<file path="config.mk">
export PLATFORM = sky130hd
export DESIGN_NAME = ifa_bus_arbiter
export DESIGN_NICKNAME = d
export VERILOG_FILES = /design/src/rtl/ifa_bus_arbiter.sv
export SDC_FILE = /design/constraint.sdc
export NUM_CORES = 1
export LEC_CHECK = 0
export BUFFER_PORTS_ARGS = -buffer_cell sky130_fd_sc_hd__buf_4
export CAP_MARGIN = 0
export CORE_ASPECT_RATIO = 1.5
export CORE_MARGIN = 2
export CORE_UTILIZATION = 30
export CTS_CLUSTER_SIZE = 28
export DETAILED_ROUTE_END_ITERATION = 16
export PLACE_DENSITY = 0.61
export SYNTH_ARGS = -nofsm -noshare
export SYNTH_HDL_FRONTEND = slang
export SYNTH_SLANG_ARGS = --single-unit
</file>
<file path="constraint.sdc">
create_clock -name clk -period 2.06 [get_ports clk]
set_clock_uncertainty 0.15 [all_clocks]
set_input_delay 0.412 -clock clk [delete_from_list [all_inputs] [get_ports clk]]
set_output_delay 0.412 -clock clk [all_outputs]
set_load 0.03 [all_outputs]
</file>
<file path="src/rtl/ifa_bus_arbiter.sv">
// Round-robin arbiter and transaction sequencer for the shared ifa memory bus.
// One master at a time owns the bus; memory answers with bus_rdy or the access is timed out.
module ifa_bus_arbiter #(
  parameter int NREQ    = 2,
  parameter int AW      = 8,
  parameter int DW      = 8,
  parameter int TIMEOUT = 16
) (
  input  logic                clk,
  input  logic                rst_n,
  input  logic [NREQ-1:0]     m_req,
  output logic [NREQ-1:0]     m_gnt,
  input  logic [NREQ-1:0]     m_start,
  input  logic [2*NREQ-1:0]   m_mode,
  input  logic [AW*NREQ-1:0]  m_addr,
  input  logic [DW*NREQ-1:0]  m_wdata,
  output logic [NREQ-1:0]     m_rdy,
  output logic                m_err,
  output logic [DW-1:0]       m_rdata,
  output logic                bus_start,
  output logic [1:0]          bus_mode,
  output logic [AW-1:0]       bus_addr,
  output logic [DW-1:0]       bus_wdata,
  input  logic                bus_rdy,
  input  logic [DW-1:0]       bus_rdata,
  output logic                busy
);

  localparam int IW = (NREQ > 2) ? 2 : 1;
  localparam int CW = (TIMEOUT > 2) ? $clog2(TIMEOUT) : 1;

  localparam logic [1:0] ST_IDLE   = 2'd0;
  localparam logic [1:0] ST_GRANT  = 2'd1;
  localparam logic [1:0] ST_ACCESS = 2'd2;

  localparam logic [NREQ-1:0] ONE_HOT0 = NREQ'(1);
  localparam logic [IW-1:0]   LAST_RST = IW'(NREQ - 1);
  localparam logic [CW-1:0]   CNT_LAST = CW'(TIMEOUT - 1);

  logic [1:0]      r_state;
  logic [IW-1:0]   r_win;
  logic [IW-1:0]   r_last;
  logic [CW-1:0]   r_cnt;
  logic [NREQ-1:0] r_gnt;
  logic [NREQ-1:0] r_rdy;
  logic            r_err;
  logic [DW-1:0]   r_rdata;
  logic            r_bus_start;
  logic [1:0]      r_bus_mode;
  logic [AW-1:0]   r_bus_addr;
  logic [DW-1:0]   r_bus_wdata;
  logic            r_busy;

  logic            w_any;
  logic [IW-1:0]   w_pick;
  logic [IW-1:0]   w_idx;

  // Search downward so the candidate just after r_last is written last and wins.
  always_comb begin
    w_any  = 1'b0;
    w_pick = '0;
    w_idx  = '0;
    for (int k = NREQ; k >= 1; k--) begin
      w_idx = IW'((int'(r_last) + k) % NREQ);
      if (m_req[w_idx]) begin
        w_any  = 1'b1;
        w_pick = w_idx;
      end
    end
  end

  always_ff @(posedge clk) begin
    if (!rst_n) begin
      r_state     <= ST_IDLE;
      r_win       <= '0;
      r_last      <= LAST_RST;
      r_cnt       <= '0;
      r_gnt       <= '0;
      r_rdy       <= '0;
      r_err       <= 1'b0;
      r_rdata     <= '0;
      r_bus_start <= 1'b0;
      r_bus_mode  <= '0;
      r_bus_addr  <= '0;
      r_bus_wdata <= '0;
      r_busy      <= 1'b0;
    end else begin
      r_bus_start <= 1'b0;
      r_rdy       <= '0;
      r_err       <= 1'b0;
      case (r_state)
        ST_IDLE: begin
          if (w_any) begin
            r_win   <= w_pick;
            r_gnt   <= ONE_HOT0 << w_pick;
            r_busy  <= 1'b1;
            r_state <= ST_GRANT;
          end
        end
        ST_GRANT: begin
          if (!m_req[r_win]) begin
            r_gnt   <= '0;
            r_last  <= r_win;
            r_busy  <= 1'b0;
            r_state <= ST_IDLE;
          end else if (m_start[r_win]) begin
            r_bus_start <= 1'b1;
            r_bus_mode  <= m_mode[int'(r_win)*2 +: 2];
            r_bus_addr  <= m_addr[int'(r_win)*AW +: AW];
            r_bus_wdata <= m_wdata[int'(r_win)*DW +: DW];
            r_cnt       <= '0;
            r_state     <= ST_ACCESS;
          end
        end
        ST_ACCESS: begin
          r_cnt <= r_cnt + CW'(1);
          // bus_rdy seen alongside our own start strobe belongs to nobody.
          if (bus_rdy && !r_bus_start) begin
            r_rdy   <= ONE_HOT0 << r_win;
            r_rdata <= bus_rdata;
            r_gnt   <= '0;
            r_last  <= r_win;
            r_busy  <= 1'b0;
            r_state <= ST_IDLE;
          end else if (r_cnt == CNT_LAST) begin
            r_rdy   <= ONE_HOT0 << r_win;
            r_err   <= 1'b1;
            r_rdata <= '0;
            r_gnt   <= '0;
            r_last  <= r_win;
            r_busy  <= 1'b0;
            r_state <= ST_IDLE;
          end
        end
        default: begin
          r_gnt   <= '0;
          r_busy  <= 1'b0;
          r_state <= ST_IDLE;
        end
      endcase
    end
  end

  assign m_gnt     = r_gnt;
  assign m_rdy     = r_rdy;
  assign m_err     = r_err;
  assign m_rdata   = r_rdata;
  assign bus_start = r_bus_start;
  assign bus_mode  = r_bus_mode;
  assign bus_addr  = r_bus_addr;
  assign bus_wdata = r_bus_wdata;
  assign busy      = r_busy;

endmodule

</file>
After elaboration in Yosys (flattened, before gate mapping)
Cells that the tools add are included.
{"block": "word_totals", "register_bits": 41, "latchBits": 0, "ramBits": 0, "mem_bits_ro": 0, "inputBits": 51, "out_inout_bits": 33, "word_cells": 89, "n_memories": 0}
{"block": "op_classes", "addsub": 3, "mul": 0, "n_div": 0, "order_cmp": 3, "eq_ne": 9, "n_shift": 5, "mux": 39, "bitwise": 2, "reduce_logical": 15}
{"cell": "indexed part select 16 x 5 -> 8 bit", "n": 2}
{"cell": "2-to-1 mux 1 bit", "n": 21}
{"cell": "2-to-1 mux 2 bit", "n": 9}
{"cell": "AND reduction 3 bit", "n": 6}
{"cell": "2-to-1 mux 8 bit", "n": 2}
{"cell": "case mux 2 bit (3 select lines)", "n": 2}
{"cell": "2-to-1 mux 4 bit", "n": 2}
{"cell": "!= test 2 bit (second input constant)", "n": 4}
{"cell": "case mux 4 bit (2 select lines)", "n": 1}
{"cell": "less-than comparator 1 x 2 -> 1 bit (second input constant)", "n": 3}
{"cell": "!= test 3 bit (second input constant)", "n": 2}
{"cell": "AND reduction 2 bit", "n": 3}
{"cell": "adder 4 x 1 -> 4 bit (second input constant)", "n": 1}
{"cell": "== test 4 bit (second input constant)", "n": 1}
{"cell": "nonzero test 2 bit", "n": 2}
{"cell": "indexed part select 4 x 3 -> 2 bit", "n": 1}
{"cell": "<< shifter 1 x 1 -> 2 bit (first input constant)", "n": 2}
{"cell": "case mux 1 bit (3 select lines)", "n": 1}
{"cell": "OR reduction 3 bit", "n": 1}
{"cell": "adder 1 bit (second input constant)", "n": 2}
{"cell": "== test 2 x 1 -> 1 bit (second input constant)", "n": 1}
{"cell": "== test 2 bit (second input constant)", "n": 1}
{"cell": "zero test 2 bit", "n": 1}
{"cell": "inverter 1 bit", "n": 2}
{"cell": "3 further kinds", "n": 3}

Depth between registers and ports, before layout
Gate-level depths: netlist of the first run.
{"block": "depth", "depth_word": 8, "mapped_depth": 7, "depth_no_buf": 6}

Worst setup path after synthesis of the first run
No wires, ideal clock.
{"block": "synth_path", "path_kind": "flip-flop to flip-flop", "from": "register r_state[0]", "to": "register r_cnt[3]", "setup_time_ns": 0.070, "t_arrival_ns": 1.534, "t_required_ns": 1.840, "path_slack_ns": 0.306, "path_stages_with_launch": 7, "n_path_buf": 0, "synth_period_minus_slack_ns": 1.754, "cell_sequence": "dfxtp_1 > inv_1 > ha_1 > inv_1 > a31o_4 > or4_1 > a21boi_1"}
{"block": "synth_between", "elab_chain_cells": 3, "elab_cells_between_ends": 7, "cone_classes": "4 x eq/ne; 1 x mux; 2 x reduce/logical"}
{"element": "start, declared", "line": "40", "source": "logic [1:0] r_state;"}
{"element": "start signal, assigned", "line": "74", "source": "r_state <= ST_IDLE;"}
{"element": "start signal, assigned", "line": "97", "source": "r_state <= ST_GRANT;"}
{"element": "start signal, assigned", "line": "105", "source": "r_state <= ST_IDLE;"}
{"element": "== test 2 x 1 -> 1 bit or == test 2 bit (tied branches)", "line": "91", "source": "case (r_state)"}
{"element": "!= test 2 bit (no line) or nonzero test 2 bit (tied branches)"}
{"element": "AND reduction 3 bit (no line)"}
{"element": "end signal, assigned", "line": "116", "source": "r_cnt <= r_cnt + CW'(1);"}
{"element": "end, declared", "line": "43", "source": "logic [CW-1:0] r_cnt;"}
Several ways; a longest one is shown, not always the timed one.
A chain may end at the register's enable or synchronous reset.

Worst setup path in the final report of the first run
Same ends and word-level chain as after synthesis.

==> flow_metrics.env, run 1 <==
export IMPL_drc_errors=0
export IMPL_arrival_ps=1970
export IMPL_power_share_clock=0.297
export IMPL_largest_family_of_logic_cells_by_synthesized_area="compound AO/OA/AOI/OAI gates"
export IMPL_drt_first_pass_iters=4
export IMPL_fp_dieH_um=101
export IMPL_die_area_um2=6960
export IMPL_gr_total_overflow=0
export IMPL_totalWireLength_um=4390
export IMPL_fill_cells=637
export IMPL_cts_repair_resized=0
export IMPL_mostFrequentLayoutCells="buf_4 (89), dfxtp_1 (41), nand2_1 (30), mux2i_1 (21), o211a_1 (18)"
export IMPL_mappedNetlistArea_um2=1890
export IMPL_maximum_number_of_pins_on_one_net_before_global_route_repair=39
export IMPL_tritoncts="done"
export IMPL_start_util=0.308
export IMPL_drv_slew=0
export IMPL_syn_inst=195
export IMPL_peakVddDrop_v=0.000385
export IMPL_final_design_area_no_fill_um2=2720
export IMPL_detailedRoute_firstIterationViolations=32
export IMPL_post_synthesis_share_of_cell_area_spent_on_full_adders_half_adders_and_majority_gates=0.0331
export IMPL_finish_cell_count_without_fillers=354
export IMPL_tritoncts_sink_count=41
export IMPL_netSwitchingFraction=0.292
export IMPL_gr_usage_all_layers=0.130
export IMPL_synth_edf_count=0
export IMPL_power_density_nw_per_um2=731
export IMPL_critical_path_startpoint_type="flop"
export IMPL_criticalPathCategory="reg -> reg"
export IMPL_worstSkewPairLatency_ps=290
export IMPL_final_layout_size_suffix_gt1_frac=0.368
export IMPL_synth_simple_area_share=0.160
export IMPL_wl_met2_um=2250
export IMPL_worst_hold_slack_ps=240
export IMPL_slew_headroom=0.617
export IMPL_hold_path_startpoint="bus_rdata[0]"
export IMPL_synth_compound_gate_area_share=0.208
export IMPL_fp_coreArea_um2=6130
export IMPL_synth_area_mux_share=0.117
export IMPL_share_seq_of_total_power=0.443
export IMPL_run_status="finished, final reports clean"
export IMPL_power_static_leakage_uw=0.00136
export IMPL_fmax_ghz=0.527
export IMPL_routabilityCongestion=0.841
export IMPL_avgSynthCellArea_um2=9.68
export IMPL_synth_xor_area_frac=0
export IMPL_insertedDiodeCount=0
export IMPL_grt_pass1_wl_um=7040
export IMPL_seq_total_area_yosys=0.435
export IMPL_root_cell_of_the_clock_tree="clkbuf_8"
export IMPL_cts_hold_buffers=0
export IMPL_timing_critical_path_to_type="flop"
export IMPL_finish_utilization=0.443
export IMPL_cts_made_buffers=5
export IMPL_switchingPower_uw=579
export IMPL_design_final_nets=335
export IMPL_design_portCount=84
export IMPL_num_rows=35
export IMPL_power_share_combinational=0.260
export IMPL_setup_violations=0
export IMPL_rsz0062_at_grt="no"
export IMPL_synth_flop_cell="dfxtp_1"
export IMPL_hpwl_um=3310
export IMPL_h_tree_depth=2
export IMPL_drv_cap=0
export IMPL_avgViaCountPerCell=4.85
export IMPL_postSynthNetCount=251
export IMPL_synth_async_sr_flop_share=0
export IMPL_top_layer="met4"
export IMPL_number_of_antenna_violations_at_the_first_check_in_global_routing=0
export IMPL_critical_path_startpoint="r_state[0]"
export IMPL_ys_ff_latch=41
export IMPL_final_period_minus_worst_setup_slack_ps=1900
export IMPL_worst_min_delay_path_class="in -> reg"
export IMPL_final_period_utilization=0.920
export IMPL_internal_power_uw=1410
export IMPL_detail_route_wirelength_met1_um=1700
export IMPL_final_hold_violation_count=0
export IMPL_area_taken_by_flip_flops_and_latches_um2=821
export IMPL_post_cts_buffers=0
export IMPL_fin_setup_tns_ps=0
export IMPL_layout_cells_most_common="buf_4"
export IMPL_crit_fanout=8
export IMPL_die_width_um=68.8
export IMPL_numPlacedInstances=346
export IMPL_worst_pin_slew_ps=572
export IMPL_drtAntennaViolNets=0
export IMPL_synth_warnings=0
export IMPL_post_drt_wl_per_cell_um=12.4
export IMPL_grt_pass1_vias=1628
export IMPL_numPortBuffers=83
export IMPL_syn_to_final_growth_pct=43.8
export IMPL_clkTransAtPathRegs_ps=80
export IMPL_r2r_start="r_state[0]"
export IMPL_critPathRequiredTime_ps=2140
export IMPL_dr_total_vias=1718
export IMPL_yosys_cell_types_count=31
export IMPL_area_of_the_multi_input_gates_um2=982
export IMPL_postPlaceCellArea_um2=2610
export IMPL_cts_max_path_buffers=2
export IMPL_routed_wl_met3_um=369
## layout make-up
type / count / area share
clock buffer: 7 / 0.0355
clock inverter: 1 / 0.00323
inverter: 7 / 0.00968
multi-input combinational: 134 / 0.362
sequential: 41 / 0.302
tap: 74 / 0.0341
timing repair buffer: 90 / 0.253
## flip-flops by register name (all words and copies together), names as in the netlist, 2 cells and up
name,cells
r_state,2
m_gnt,2
m_rdata,8
bus_addr,8
bus_mode,2
m_rdy,2
r_cnt,4
bus_wdata,8
## routing by layer
metal	GRT usage	vias to the layer above
met3	0.0444	6
li1	-	860
met5	0	-
met4	0.0498	0
met1	0.144	792
met2	0.223	60
## Yosys cell counts, types with 2 or more instances
cell / number / area share
a211oi_1: 2 / 0.0079
a21boi_0: 3 / 0.012
a21oi_1: 2 / 0.0053
a22oi_1: 9 / 0.036
a32oi_1: 2 / 0.0093
and2_1: 2 / 0.0066
and3_1: 2 / 0.0066
buf_2: 5 / 0.013
clkbuf_1: 7 / 0.014
dfxtp_1: 41 / 0.43
ha_1: 5 / 0.033
inv_1: 7 / 0.014
mux2i_1: 21 / 0.11
nand2_1: 30 / 0.060
nand3_1: 8 / 0.021
nor2_1: 3 / 0.0060
nor2b_1: 9 / 0.030
o211a_1: 18 / 0.095
o21ai_0: 6 / 0.016
or4_1: 2 / 0.0079
## worst paths after layout
check / cells after the start / slack (ps) / endpoint
max reg2reg: 6 / 160 / r_cnt[3]
max: 6 / 160 / r_cnt[3]
min: 3 / 240 / m_rdata[0]
min reg2reg: 2 / 320 / m_gnt[1]
## per-stage QoR
| step | setup slack [ps] | power (µW) |
|---|---|---|
| 6_report | 164 | 1990 |
| 5_1_grt | 1.88 | 2080 |
| 4_1_cts | 167 | 2020 |
| 3_5_place_dp | 179 | 1420 |
| 3_3_place_gp | 235 | 1420 |
| 2_1_floorplan | 306 | 1210 |
## critical path, cell delays in order, from the launching register on
cell and delay, ps:
dfxtp_1 360, inv_1 90, ha_1 330, inv_1 60, a31o_4 230, or4_1 470
a21boi_1 140
## power by group through the flow
stage / sequential, µW / combinational (µW) / clock (µW)
CTS: 880 / 524 / 614
global placement: 897 / 520 / 0
floorplan: 978 / 236 / 0
detailed placement: 898 / 523 / 0
global route: 887 / 561 / 636
finish: 879 / 516 / 590
## logic make-up after synthesis
| kind of cell | count (synthesis) |
|---|---|
| compound gates | 47 |
| fa+ha+maj | 5 |
| buf+inv | 20 |
| flops | 41 |
| mux | 22 |
| simple gates | 60 |
(Power assumes the default switching activity.)
==> run 2: changes to the inputs <==
--- a/config.mk
+++ b/config.mk
@@ -5,6 +5,7 @@
 export SDC_FILE = /design/constraint.sdc
 export NUM_CORES = 1
 export LEC_CHECK = 0
+export ABC_AREA = 1
 export BUFFER_PORTS_ARGS = -buffer_cell sky130_fd_sc_hd__buf_4
 export CAP_MARGIN = 0
 export CORE_ASPECT_RATIO = 1.5
==> run 2 against run 1 <==
- clock-buffer cell count shrank 2
- sequential share of layout area shrank 0.25 points
- highest routed layer unchanged
- routed wire length grew 20%
==> flow_metrics.env, run 2 <==
export IMPL_postSynthNetCount=349
export IMPL_routabilityCongestion=0.801
export IMPL_worst_pin_slew_ps=519
export IMPL_syn_to_final_growth_pct=43.8
export IMPL_final_design_area_no_fill_um2=2740
export IMPL_mostFrequentLayoutCells="nand2_1 (138), buf_4 (88), dfxtp_1 (41), a21oi_1 (33), inv_1 (20)"
export IMPL_yosys_area_top_type_share=0.431
export IMPL_maximum_number_of_pins_on_one_net_before_global_route_repair=19
export IMPL_fp_dieH_um=102
export IMPL_r2r_setup_slack_ps=320
export IMPL_run_status="finished, final reports clean"
export IMPL_grt_pass1_wl_um=8360
export IMPL_arrival_ps=1810
export IMPL_totalWireLength_um=5280
export IMPL_drv_cap=0
export IMPL_final_layout_size_suffix_gt1_frac=0.265
export IMPL_finish_cell_count_without_fillers=452
export IMPL_area_of_the_multi_input_gates_um2=947
export IMPL_number_of_antenna_violations_at_the_first_check_in_global_routing=0
export IMPL_rsz0062_at_grt="no"
export IMPL_die_area_um2=7010
export IMPL_synth_flop_cell="dfxtp_1"
export IMPL_power_density_nw_per_um2=762
export IMPL_critPathRequiredTime_ps=2130
export IMPL_root_cell_of_the_clock_tree="clkbuf_8"
export IMPL_final_hold_violation_count=0
export IMPL_drc_errors=0
export IMPL_post_synth_top_area_cell="dfxtp_1"
export IMPL_ys_ff_latch=41
export IMPL_critical_path_startpoint_type="flop"
export IMPL_timing_critical_path_to_type="flop"
export IMPL_area_taken_by_flip_flops_and_latches_um2=821
export IMPL_detailedRoute_firstIterationViolations=136
export IMPL_design_portCount=84
export IMPL_slew_headroom=0.652
export IMPL_tritoncts_sink_count=41
export IMPL_fin_setup_tns_ps=0
export IMPL_syn_inst=293
export IMPL_seq_total_area_yosys=0.431
export IMPL_post_synth_top_count_cell="nand2_1"
export IMPL_fp_coreArea_um2=6130
export IMPL_synth_warnings=0
export IMPL_detailedPlace_worstSlack_ps=312
export IMPL_num_rows=35
export IMPL_grt_pass1_vias=1909
export IMPL_cts_made_buffers=5
export IMPL_gr_usage_all_layers=0.148
export IMPL_yosys_cell_types_count=17
export IMPL_h_tree_depth=2
export IMPL_synth_async_sr_flop_share=0
export IMPL_fmax_ghz=0.576
export IMPL_fill_cells=682
export IMPL_cts_repair_resized=0
export IMPL_power_static_leakage_uw=0.00133
export IMPL_timing_final_ws_setup_ps=324
export IMPL_hpwl_um=4080
export IMPL_layout_cells_most_common="nand2_1"
export IMPL_clkTransAtPathRegs_ps=80
export IMPL_post_cts_buffers=0
export IMPL_post_drt_wl_per_cell_um=11.7
export IMPL_cts_hold_buffers=0
export IMPL_tritoncts="done"
export IMPL_worstSkewPairLatency_ps=290
export IMPL_synth_top_cells_by_count="nand2_1 (138), dfxtp_1 (41), a21oi_1 (33), inv_1 (20), nor2_1 (19)"
export IMPL_start_util=0.311
export IMPL_final_period_minus_worst_setup_slack_ps=1740
export IMPL_setup_violations=0
export IMPL_netlist_top_cells_area="dfxtp_1 (43%), nand2_1 (27%), a21oi_1 (8.7%), inv_1 (3.9%), nand3_1 (3.9%)"
export IMPL_insertedDiodeCount=0
export IMPL_worst_min_delay_path_class="in -> reg"
export IMPL_postPlaceCellArea_um2=2600
export IMPL_final_period_utilization=0.843
export IMPL_dr_total_vias=2080
export IMPL_gr_total_overflow=0
export IMPL_avgViaCountPerCell=4.60
export IMPL_drv_slew=0
export IMPL_synth_edf_count=0
export IMPL_criticalPathCategory="reg -> reg"
export IMPL_design_final_nets=433
export IMPL_drt_first_pass_iters=4
export IMPL_crit_fanout=18
export IMPL_avgSynthCellArea_um2=6.50
export IMPL_die_width_um=69.1
export IMPL_drtAntennaViolNets=0
export IMPL_finish_utilization=0.447
export IMPL_cts_max_path_buffers=2
export IMPL_mappedNetlistArea_um2=1900
export IMPL_numPortBuffers=83
export IMPL_numPlacedInstances=444
export IMPL_peakVddDrop_v=0.000273
[run 2: through the flow]
step                      hold slack (ps)  total power [µW]
after floorplan                       276              1160
after global placement                301              1340
after detailed placement              303              1350
after CTS                             215              2110
after global routing                  222              2190
final                                 226              2090
[run 2: final timing paths]
path | start | endpoint | cells past startpoint
worst max-delay path | r_win | bus_wdata[1] | 7
worst min register to register | m_rdata[2] | m_rdata[2] | 2
worst max register to register | r_win | bus_wdata[1] | 7
worst min-delay path | bus_rdata[5] | m_rdata[5] | 3
[run 2: final cells by class]
type	count	area share
flip-flops and latches	41	0.300
inverters	22	0.0302
multi-input cells	219	0.346
repair buffers	88	0.241
clock inverters	3	0.0238
clock buffers	5	0.0251
well taps	74	0.0338
[run 2: power by group]
group / switching [µW] / total (µW) / leakage (µW) / internal, µW
Clock: 279 / 761 / 0.0000681 / 481
Sequential: 31.9 / 868 / 0.000333 / 836
Combinational: 270 / 457 / 0.000931 / 186
Total: 582 / 2090 / 0.00133 / 1500
[run 2: kinds of logic (layout without fill, tap and decap cells)]
| logic type | Yosys count | count (layout) | share of synthesized area |
|---|---|---|---|
| buf+inv | 33 | 118 | 0.0716 |
| fa+ha+maj | 5 | 5 | 0.0329 |
| flops | 41 | 41 | 0.431 |
| simple gates | 177 | 177 | 0.367 |
| compound gates | 37 | 37 | 0.0972 |
[run 2: critical path, cell delays in order, from the launching register on]
cell	delay, ps
dfxtp_1	420
inv_2	190
nand2_1	90
nand2_1	120
nand3_2	170
inv_2	290
nand2_1	90
a21oi_1	140
[run 2: layer usage]
layer  vias to the layer above  GRT usage  part of all wire
met4                         0     0.0543             0.010
met3                         5     0.0279             0.048
met5                         -          0                 0
li1                       1077          -                 -
met2                        54      0.298              0.56
met1                       944      0.149              0.38
